File: config.mk
export PLATFORM = sky130hd
export DESIGN_NAME = fetch_stage
export DESIGN_NICKNAME = d
export VERILOG_FILES = /design/src/rtl/fetch_stage.sv
export SDC_FILE = /design/constraint.sdc
export NUM_CORES = 1
export LEC_CHECK = 0
export CAP_MARGIN = 20
export CORE_UTILIZATION = 48
export DETAILED_ROUTE_END_ITERATION = 12
export PLACE_DENSITY = 0.86
export SLEW_MARGIN = 20
export SYNTH_ARGS = -nofsm -noshare
export SYNTH_HDL_FRONTEND = slang
export SYNTH_SLANG_ARGS = --single-unit
File: constraint.sdc
create_clock -name clk -period 10.6 [get_ports clk]
set_input_delay 1.06 -clock clk [delete_from_list [all_inputs] [get_ports clk]]
set_output_delay 1.06 -clock clk [all_outputs]
set_load 0.1 [all_outputs]
File: src/rtl/fetch_stage.sv
// Instruction fetch stage: owns the PC, addresses the instruction ROM and presents
// fetched words to decode over valid/ready. Optional counters under FETCH_PERF_EN.
module fetch_stage #(
  parameter int          ROM_DEPTH = 12,
  parameter int          ADDR_W    = 6,
  parameter logic [31:0] RESET_PC  = 32'h0000_0000
) (
  input  logic              clk,
  input  logic              rst,
  output logic [ADDR_W-1:0] rom_addr,
  input  logic [31:0]       rom_data,
  input  logic              br_taken,
  input  logic [31:0]       br_target,
  input  logic              id_ready,
  output logic              if_valid,
  output logic [31:0]       if_instr,
  output logic [31:0]       if_pc,
  output logic [31:0]       if_pc_plus4,
  output logic              halted
`ifdef FETCH_PERF_EN
  ,
  output logic [31:0]       perf_issued,
  output logic [31:0]       perf_stall
`endif
);

  typedef enum logic [1:0] {
    S_FILL,
    S_RUN,
    S_HALT
  } state_e;

  state_e      state_q, state_d;
  logic [31:0] pc_q, pc_d;
  logic        valid_q, valid_d;
  logic [31:0] instr_q, instr_d;
  logic [31:0] ifpc_q, ifpc_d;
  logic [31:0] plus4_q, plus4_d;

  logic slot_free;
  logic in_range;
  logic br_lsb_unused;

  assign slot_free     = !valid_q || id_ready;
  assign in_range      = pc_q[31:2] < 30'(ROM_DEPTH);
  assign br_lsb_unused = ^br_target[1:0];

  // NOTE: every next-state signal takes its hold value first, so no path infers a latch.
  always_comb begin
    state_d = state_q;
    pc_d    = pc_q;
    valid_d = valid_q;
    instr_d = instr_q;
    ifpc_d  = ifpc_q;
    plus4_d = plus4_q;
    if (br_taken) begin
      // Redirect wins over stall and end-of-program; the wrong-path word is dropped.
      pc_d    = {br_target[31:2], 2'b00};
      valid_d = 1'b0;
      state_d = S_RUN;
    end else begin
      unique case (state_q)
        S_FILL: state_d = S_RUN;
        S_RUN: begin
          if (slot_free) begin
            if (in_range) begin
              instr_d = rom_data;
              ifpc_d  = pc_q;
              plus4_d = pc_q + 32'd4;
              valid_d = 1'b1;
              pc_d    = pc_q + 32'd4;
            end else begin
              valid_d = 1'b0;
              state_d = S_HALT;
            end
          end
        end
        S_HALT:  valid_d = 1'b0;
        default: state_d = S_FILL;
      endcase
    end
  end

  // NOTE: clocked state uses non-blocking assignments so all registers update together.
  always_ff @(posedge clk or posedge rst) begin
    if (rst) begin
      state_q <= S_FILL;
      pc_q    <= RESET_PC;
      valid_q <= 1'b0;
      instr_q <= '0;
      ifpc_q  <= '0;
      plus4_q <= '0;
    end else begin
      state_q <= state_d;
      pc_q    <= pc_d;
      valid_q <= valid_d;
      instr_q <= instr_d;
      ifpc_q  <= ifpc_d;
      plus4_q <= plus4_d;
    end
  end

  assign rom_addr    = pc_q[ADDR_W+1:2];
  assign if_valid    = valid_q;
  assign if_instr    = instr_q;
  assign if_pc       = ifpc_q;
  assign if_pc_plus4 = plus4_q;
  assign halted      = (state_q == S_HALT);

`ifdef FETCH_PERF_EN
  logic [31:0] issued_q, stall_q;

  always_ff @(posedge clk or posedge rst) begin
    if (rst) begin
      issued_q <= '0;
      stall_q  <= '0;
    end else begin
      if (valid_q && id_ready)  issued_q <= issued_q + 32'd1;
      if (valid_q && !id_ready) stall_q  <= stall_q + 32'd1;
    end
  end

  assign perf_issued = issued_q;
  assign perf_stall  = stall_q;
`endif

endmodule

==> results.ini, run 1 <==
[outcome]
status = finished, final reports clean

[clock_network]
cts_tree = done
cts-root-to-sink-buffers = 2
cts_root_buf = clkbuf_8
cts_made_buffers = 17
cts_resized = 0
clk_pin_slew_worst_paths_ps = 50
cts_hold_buffers = 0
htreeDepth = 4
clk_latency_ps = 500
postCtsSetupRepairBufs = 0
cts_sinks = 125

[grt]
grt_overflow = 0
antenna_found_initial = 0
grt_pass1_wl_um = 15800
grt_pass1_vias = 3189
grt_max_degree = 77
grtUsageTotal_pct = 20.8

[pwr]
p_int_w = 0.000942
p_sw_share_pct = 21.5
p_leak_nw = 3.29
power_frac_comb_pct = 8.3
switchingPower_w = 0.000258
pwr_density_cell_nw_per_um2 = 172
power.share.sequential_pct = 41.8
p_clk_share_pct = 49.9
vdd_drop_max_uv = 148

[routing]
num_vias = 3019
wl_per_cell_um = 15.8
antenna_left = 0
drt-initial-drc-count = 70
dr.pass1.iters = 4
remaining_drc_errors = 0
routed_wl_um = 9820
detail_route.vias_per_cell = 4.87

[sta]
finalClockSkew_ps = 10.9
fin_tns_setup_ps = 0
slew-limit-headroom_pct = 33.1
rsz0062_at_grt = false
max_freq_mhz = 296
final.period_utilization_pct = 31.8
slew_viol_final = 0
setup_viol = 0
worstMarginPinSlew_ps = 1000
hold_viol = 0
fin_crit_ps = 3370

[yosys]
ys_seq_elements = 125
synthFlopType = dfrtp_1
syn-instance-count = 314
synth_edf_count = 0
syn-cell-area_um2 = 4680
synth_cell_type_count = 37
ys_seq_area_share_pct = 66.9
syn_area_per_cell_um2 = 14.9
yosysWarnings = 0
ys_async_sr_fraction_pct = 100

[final_layout]
diodes = 0
fin_cells = 620
drive_gt1_share_pct = 12.6
layout.nets = 550
area_delta_synth_final_pct = 49.6

[worst_setup_path]
max_stage_delay_ps = 1140
slowest_stage = clkdlybuf4s50_1
cp_data_required_time_ps = 9540
r2r-end = if_instr[6]$_DFFE_PP0P_
r2r-start = pc_q[5]$_DFFE_PP0P_
r2r_cells = 5
crit_path_end_kind = output pin
cp.arrival_ps = 2310
reg2reg_slack_ps = 7870
cp_num_buf_inv = 2
worstPathMaxFanout = 5
cp_top_family = buffers and inverters
startpoint_type = flop
critical_path_class = flop to output pin
worstSetupStartpoint = state_q[0]$_DFFE_PP0P_
worstPathCellList = nand2b_1 -> inv_1 -> clkdlybuf4s50_1

[place]
dpl.hpwl_um = 6750
gp_congestion = 0.784
dp.cells = 591
portBuffers = 165

[job]
drv_cap = 0

[worst_hold_path]
min_path_cells = 1
hp-class = flop to flop
min-delay-start = if_instr[23]$_DFFE_PP0P_
hold-path-endpoint = if_instr[23]$_DFFE_PP0P_

[floorplan]
die_h_um = 101
die_area_um2 = 10100
rows = 35
core-area_um2 = 9330
initial_core_util_pct = 50.1
io_pins = 172
die_w_um = 101

-- layer usage --
metal | vias to the layer above | track usage, % | wire length (um)
li1 | 1388 | - | -
met1 | 1502 | 24.6 | 4180
met2 | 121 | 34.6 | 4880
met3 | 8 | 7.00 | 655
met4 | 0 | 9.25 | 109
met5 | - | 0 | 0
-- registers in the layout, summed over array words and instances (netlist names) --
signal       flops
state_q          2
if_instr        32
if_valid         1
if_pc           30
if_pc_plus4     30
pc_q            30
-- final cells by class --
class                           instances  area [um^2]
Clock buffer                           23          487
Clock inverter                          6          133
Fill cell                             599         2330
Inverter                                5         21.3
Multi-Input combinational cell        163         1380
Sequential cell                       125         3130
Tap cell                              129          161
Timing Repair Buffer                  169         1680
-- synthesized netlist by cell type, types with 2 or more instances --
master | number | area share, %
dfrtp_1 | 125 | 67
nor2b_1 | 52 | 7.0
mux2_1 | 39 | 9.4
mux2_2 | 26 | 6.3
buf_4 | 11 | 1.8
buf_2 | 5 | 0.54
inv_1 | 5 | 0.40
nor4_1 | 5 | 0.67
buf_6 | 4 | 0.96
nor2_1 | 4 | 0.32
buf_1 | 3 | 0.24
nand2b_1 | 3 | 0.40
nand2_1 | 2 | 0.16
nand3_1 | 2 | 0.21
nor4_2 | 2 | 0.54
o21ai_0 | 2 | 0.21
o311ai_0 | 2 | 0.37
o311ai_1 | 2 | 0.37
or4_1 | 2 | 0.32
-- placed cells by master (no fill, tap or decap), drive strengths merged, types with 2 or more instances in the layout --
cell           netlist  final
buf                 23      4
bufinv               0      4
clkbuf               1     23
clkdlybuf4s50        0    165
conb                 1      4
dfrtp              125    125
inv                  5      5
mux2                65     65
nand2                2      2
nand2b               3      3
nand3                2      2
nor2                 4      4
nor2b               52     52
nor4                 7      7
o21ai                2      2
o311ai               4      4
or4                  2      2
-- power by group through the flow --
stage	Sequential (W)	Clock [W]	Combinational, W
finish	0.000502	0.000599	0.0000996
floorplan	0.000511	0	0.0000615
detailed placement	0.000509	0	0.000100
global placement	0.000508	0	0.0000969
global route	0.000503	0.000632	0.000106
CTS	0.000501	0.000610	0.000101
-- stage by stage --
stage / hold WS [ps] / power (W) / instance area (um^2) / utilization [%] / setup WS [ps]
finish: 480 / 0.00120 / 6990 / 75.0 / 7230
CTS: 486 / 0.00121 / 6990 / 75.0 / 7210
global placement: 466 / 0.000605 / 6370 / 68.3 / 7250
floorplan: 466 / 0.000572 / 4690 / - / 6210
detailed placement: 474 / 0.000610 / 6370 / 68.3 / 7190
global route: 496 / 0.00124 / 6990 / 75.0 / 7160
-- how the worst max path moves through the flow --
| stage | endpoint | slack [ps] | depth (start not counted) |
|---|---|---|---|
| 2_1_floorplan | if_instr[0]$_DFFE_PP0P_ | 6210 | 1 |
| 3_3_place_gp | if_instr[10]$_DFFE_PP0P_ | 7250 | 6 |
| 3_5_place_dp | if_instr[6]$_DFFE_PP0P_ | 7190 | 6 |
| 4_1_cts | halted | 7210 | 3 |
| 5_1_grt | halted | 7160 | 3 |
| 6_report | halted | 7230 | 3 |
-- cells by family after synthesis --
| kind of cell | after synthesis | synth area share (%) |
|---|---|---|
| flip-flops | 125 | 66.9 |
| other | 1 | 0.0802 |
| buffers and inverters | 29 | 3.99 |
| multiplexers | 66 | 15.9 |
| XOR/XNOR | 2 | 0.375 |
| adder cells (fa/ha/maj) | 1 | 0.268 |
| AO/OA/AOI/OAI | 14 | 2.25 |
| AND/OR/NAND/NOR | 76 | 10.3 |
-- worst reg2reg max path, stage by stage (launching register included) --
cell and delay, ps:
dfrtp_1 430, a211oi_1 400, nand4_2 310, nor4_4 340, buf_4 650, mux2_1 450
No activity file was read; power rests on OpenSTA's default activity.
==> run 2: changes to the inputs <==
--- a/config.mk
+++ b/config.mk
@@ -6,9 +6,9 @@
 export NUM_CORES = 1
 export LEC_CHECK = 0
 export CAP_MARGIN = 20
-export CORE_UTILIZATION = 48
+export CORE_UTILIZATION = 40
 export DETAILED_ROUTE_END_ITERATION = 12
-export PLACE_DENSITY = 0.86
+export PLACE_DENSITY = 0.76
 export SLEW_MARGIN = 20
 export SYNTH_ARGS = -nofsm -noshare
 export SYNTH_HDL_FRONTEND = slang
==> constraint.sdc (replaced) <==
create_clock -name clk -period 2.9 [get_ports clk]
set_input_delay 0.29 -clock clk [delete_from_list [all_inputs] [get_ports clk]]
set_output_delay 0.29 -clock clk [all_outputs]
set_load 0.1 [all_outputs]
==> results.ini, run 2 (synthesized netlist as in run 1, its figures left out) <==
[outcome]
status = finished, final reports clean

[floorplan]
rows = 39
core-area_um2 = 11400
die_w_um = 110
die_h_um = 110
die_area_um2 = 12100
io_pins = 172
initial_core_util_pct = 40.9

[grt]
grt_overflow = 0
grt_pass1_wl_um = 14600
grtUsageTotal_pct = 16.4
grt_max_degree = 126
antenna_found_initial = 0
grt_pass1_vias = 2913

[pwr]
p_int_w = 0.00333
p_clk_share_pct = 49.2
p_sw_share_pct = 22.6
power_frac_comb_pct = 8.3
p_leak_nw = 3.48
switchingPower_w = 0.000975
power.share.sequential_pct = 42.5
vdd_drop_max_uv = 387
pwr_density_cell_nw_per_um2 = 637

[routing]
remaining_drc_errors = 0
num_vias = 2976
detail_route.vias_per_cell = 4.67
drt-initial-drc-count = 129
antenna_left = 0
wl_per_cell_um = 14.9
routed_wl_um = 9510
dr.pass1.iters = 4

[worst_setup_path]
r2r_cells = 5
worstPathMaxFanout = 33
r2r-start = pc_q[4]$_DFFE_PP0P_
critical_path_class = flop to flop
startpoint_type = flop
cp_data_required_time_ps = 3190
crit_path_end_kind = flop
worstSetupStartpoint = pc_q[4]$_DFFE_PP0P_
reg2reg_slack_ps = 390
r2r-end = if_instr[31]$_DFFE_PP0P_
cp.arrival_ps = 2790

[clock_network]
cts_sinks = 125
cts_resized = 0
cts_tree = done
cts_hold_buffers = 0
clk_latency_ps = 410
cts_root_buf = clkbuf_16
cts-root-to-sink-buffers = 2
htreeDepth = 4
cts_made_buffers = 17
postCtsSetupRepairBufs = 0
clk_pin_slew_worst_paths_ps = 50

[place]
portBuffers = 165
dpl.hpwl_um = 6360
gp_congestion = 0.714

[sta]
finalClockSkew_ps = 7.28
slew-limit-headroom_pct = 56.1
fin_crit_ps = 2510
hold_viol = 0
final.period_utilization_pct = 86.4
rsz0062_at_grt = false
max_freq_mhz = 399
setup_viol = 0
hold_ws_ps = 427
worstMarginPinSlew_ps = 658
slew_viol_final = 0
fin_tns_setup_ps = 0

[final_layout]
layout.nets = 550
largest_reg_flops = 32
area_delta_synth_final_pct = 44.8
drive_gt1_share_pct = 33.2
diodes = 0
final_common_cell = dfrtp_1
final_cell_mix = dfrtp_1 (125), buf_4 (102), clkdlybuf4s50_1 (65)

[job]
drv_cap = 0

[worst_hold_path]
hp-class = input pin to async pin

==> run 2: worst max-delay path by stage <==
stage / endpoint / cells past startpoint
CTS: if_instr[31]$_DFFE_PP0P_ / 5
global placement: if_instr[20]$_DFFE_PP0P_ / 5
global route: if_instr[31]$_DFFE_PP0P_ / 5
detailed placement: if_instr[31]$_DFFE_PP0P_ / 5
finish: if_instr[31]$_DFFE_PP0P_ / 5
floorplan: if_instr[0]$_DFFE_PP0P_ / 6
==> run 2: power by group through the flow <==
stage	sequential (W)	combinational (W)	clock, W
after global routing	0.00184	0.000385	0.00224
after global placement	0.00186	0.000355	0
after CTS	0.00183	0.000363	0.00217
final	0.00183	0.000357	0.00212
after floorplan	0.00187	0.000225	0
after detailed placement	0.00186	0.000361	0
==> run 2: layer usage <==
layer	track usage, %	routed length [um]	vias to the layer above
li1	-	-	1394
met1	19.5	3990	1449
met2	25.2	4410	118
met3	6.88	896	15
met4	9.02	216	0
met5	0	0	-
==> run 2: area by class of cell <==
cell class | count | area (um^2)
flip-flops and latches | 125 | 3130
fillers | 953 | 4650
clock inverters | 11 | 141
inverters | 5 | 22.5
well taps | 143 | 179
repair buffers | 169 | 1460
multi-input cells | 163 | 1380
clock buffers | 21 | 460
==> run 2: per-stage QoR <==
stage | total power (W) | cell area, um^2 | utilization, % | cells | setup slack [ps]
3_3_place_gp | 0.00221 | 6170 | 54.0 | 605 | 508
3_5_place_dp | 0.00222 | 6170 | 54.0 | 605 | 440
2_1_floorplan | 0.00209 | 4690 | - | 317 | 694
4_1_cts | 0.00436 | 6770 | 59.3 | 637 | 363
5_1_grt | 0.00447 | 6770 | 59.3 | 637 | 205
6_report | 0.00431 | 6770 | 59.3 | 637 | 394
==> run 2: worst max-delay path: stages (launching register included) <==
cell and delay, ps:
dfrtp_1 460, a211oi_1 400, nand4_2 320, nor4_4 410
buf_4 400, mux2_1 380
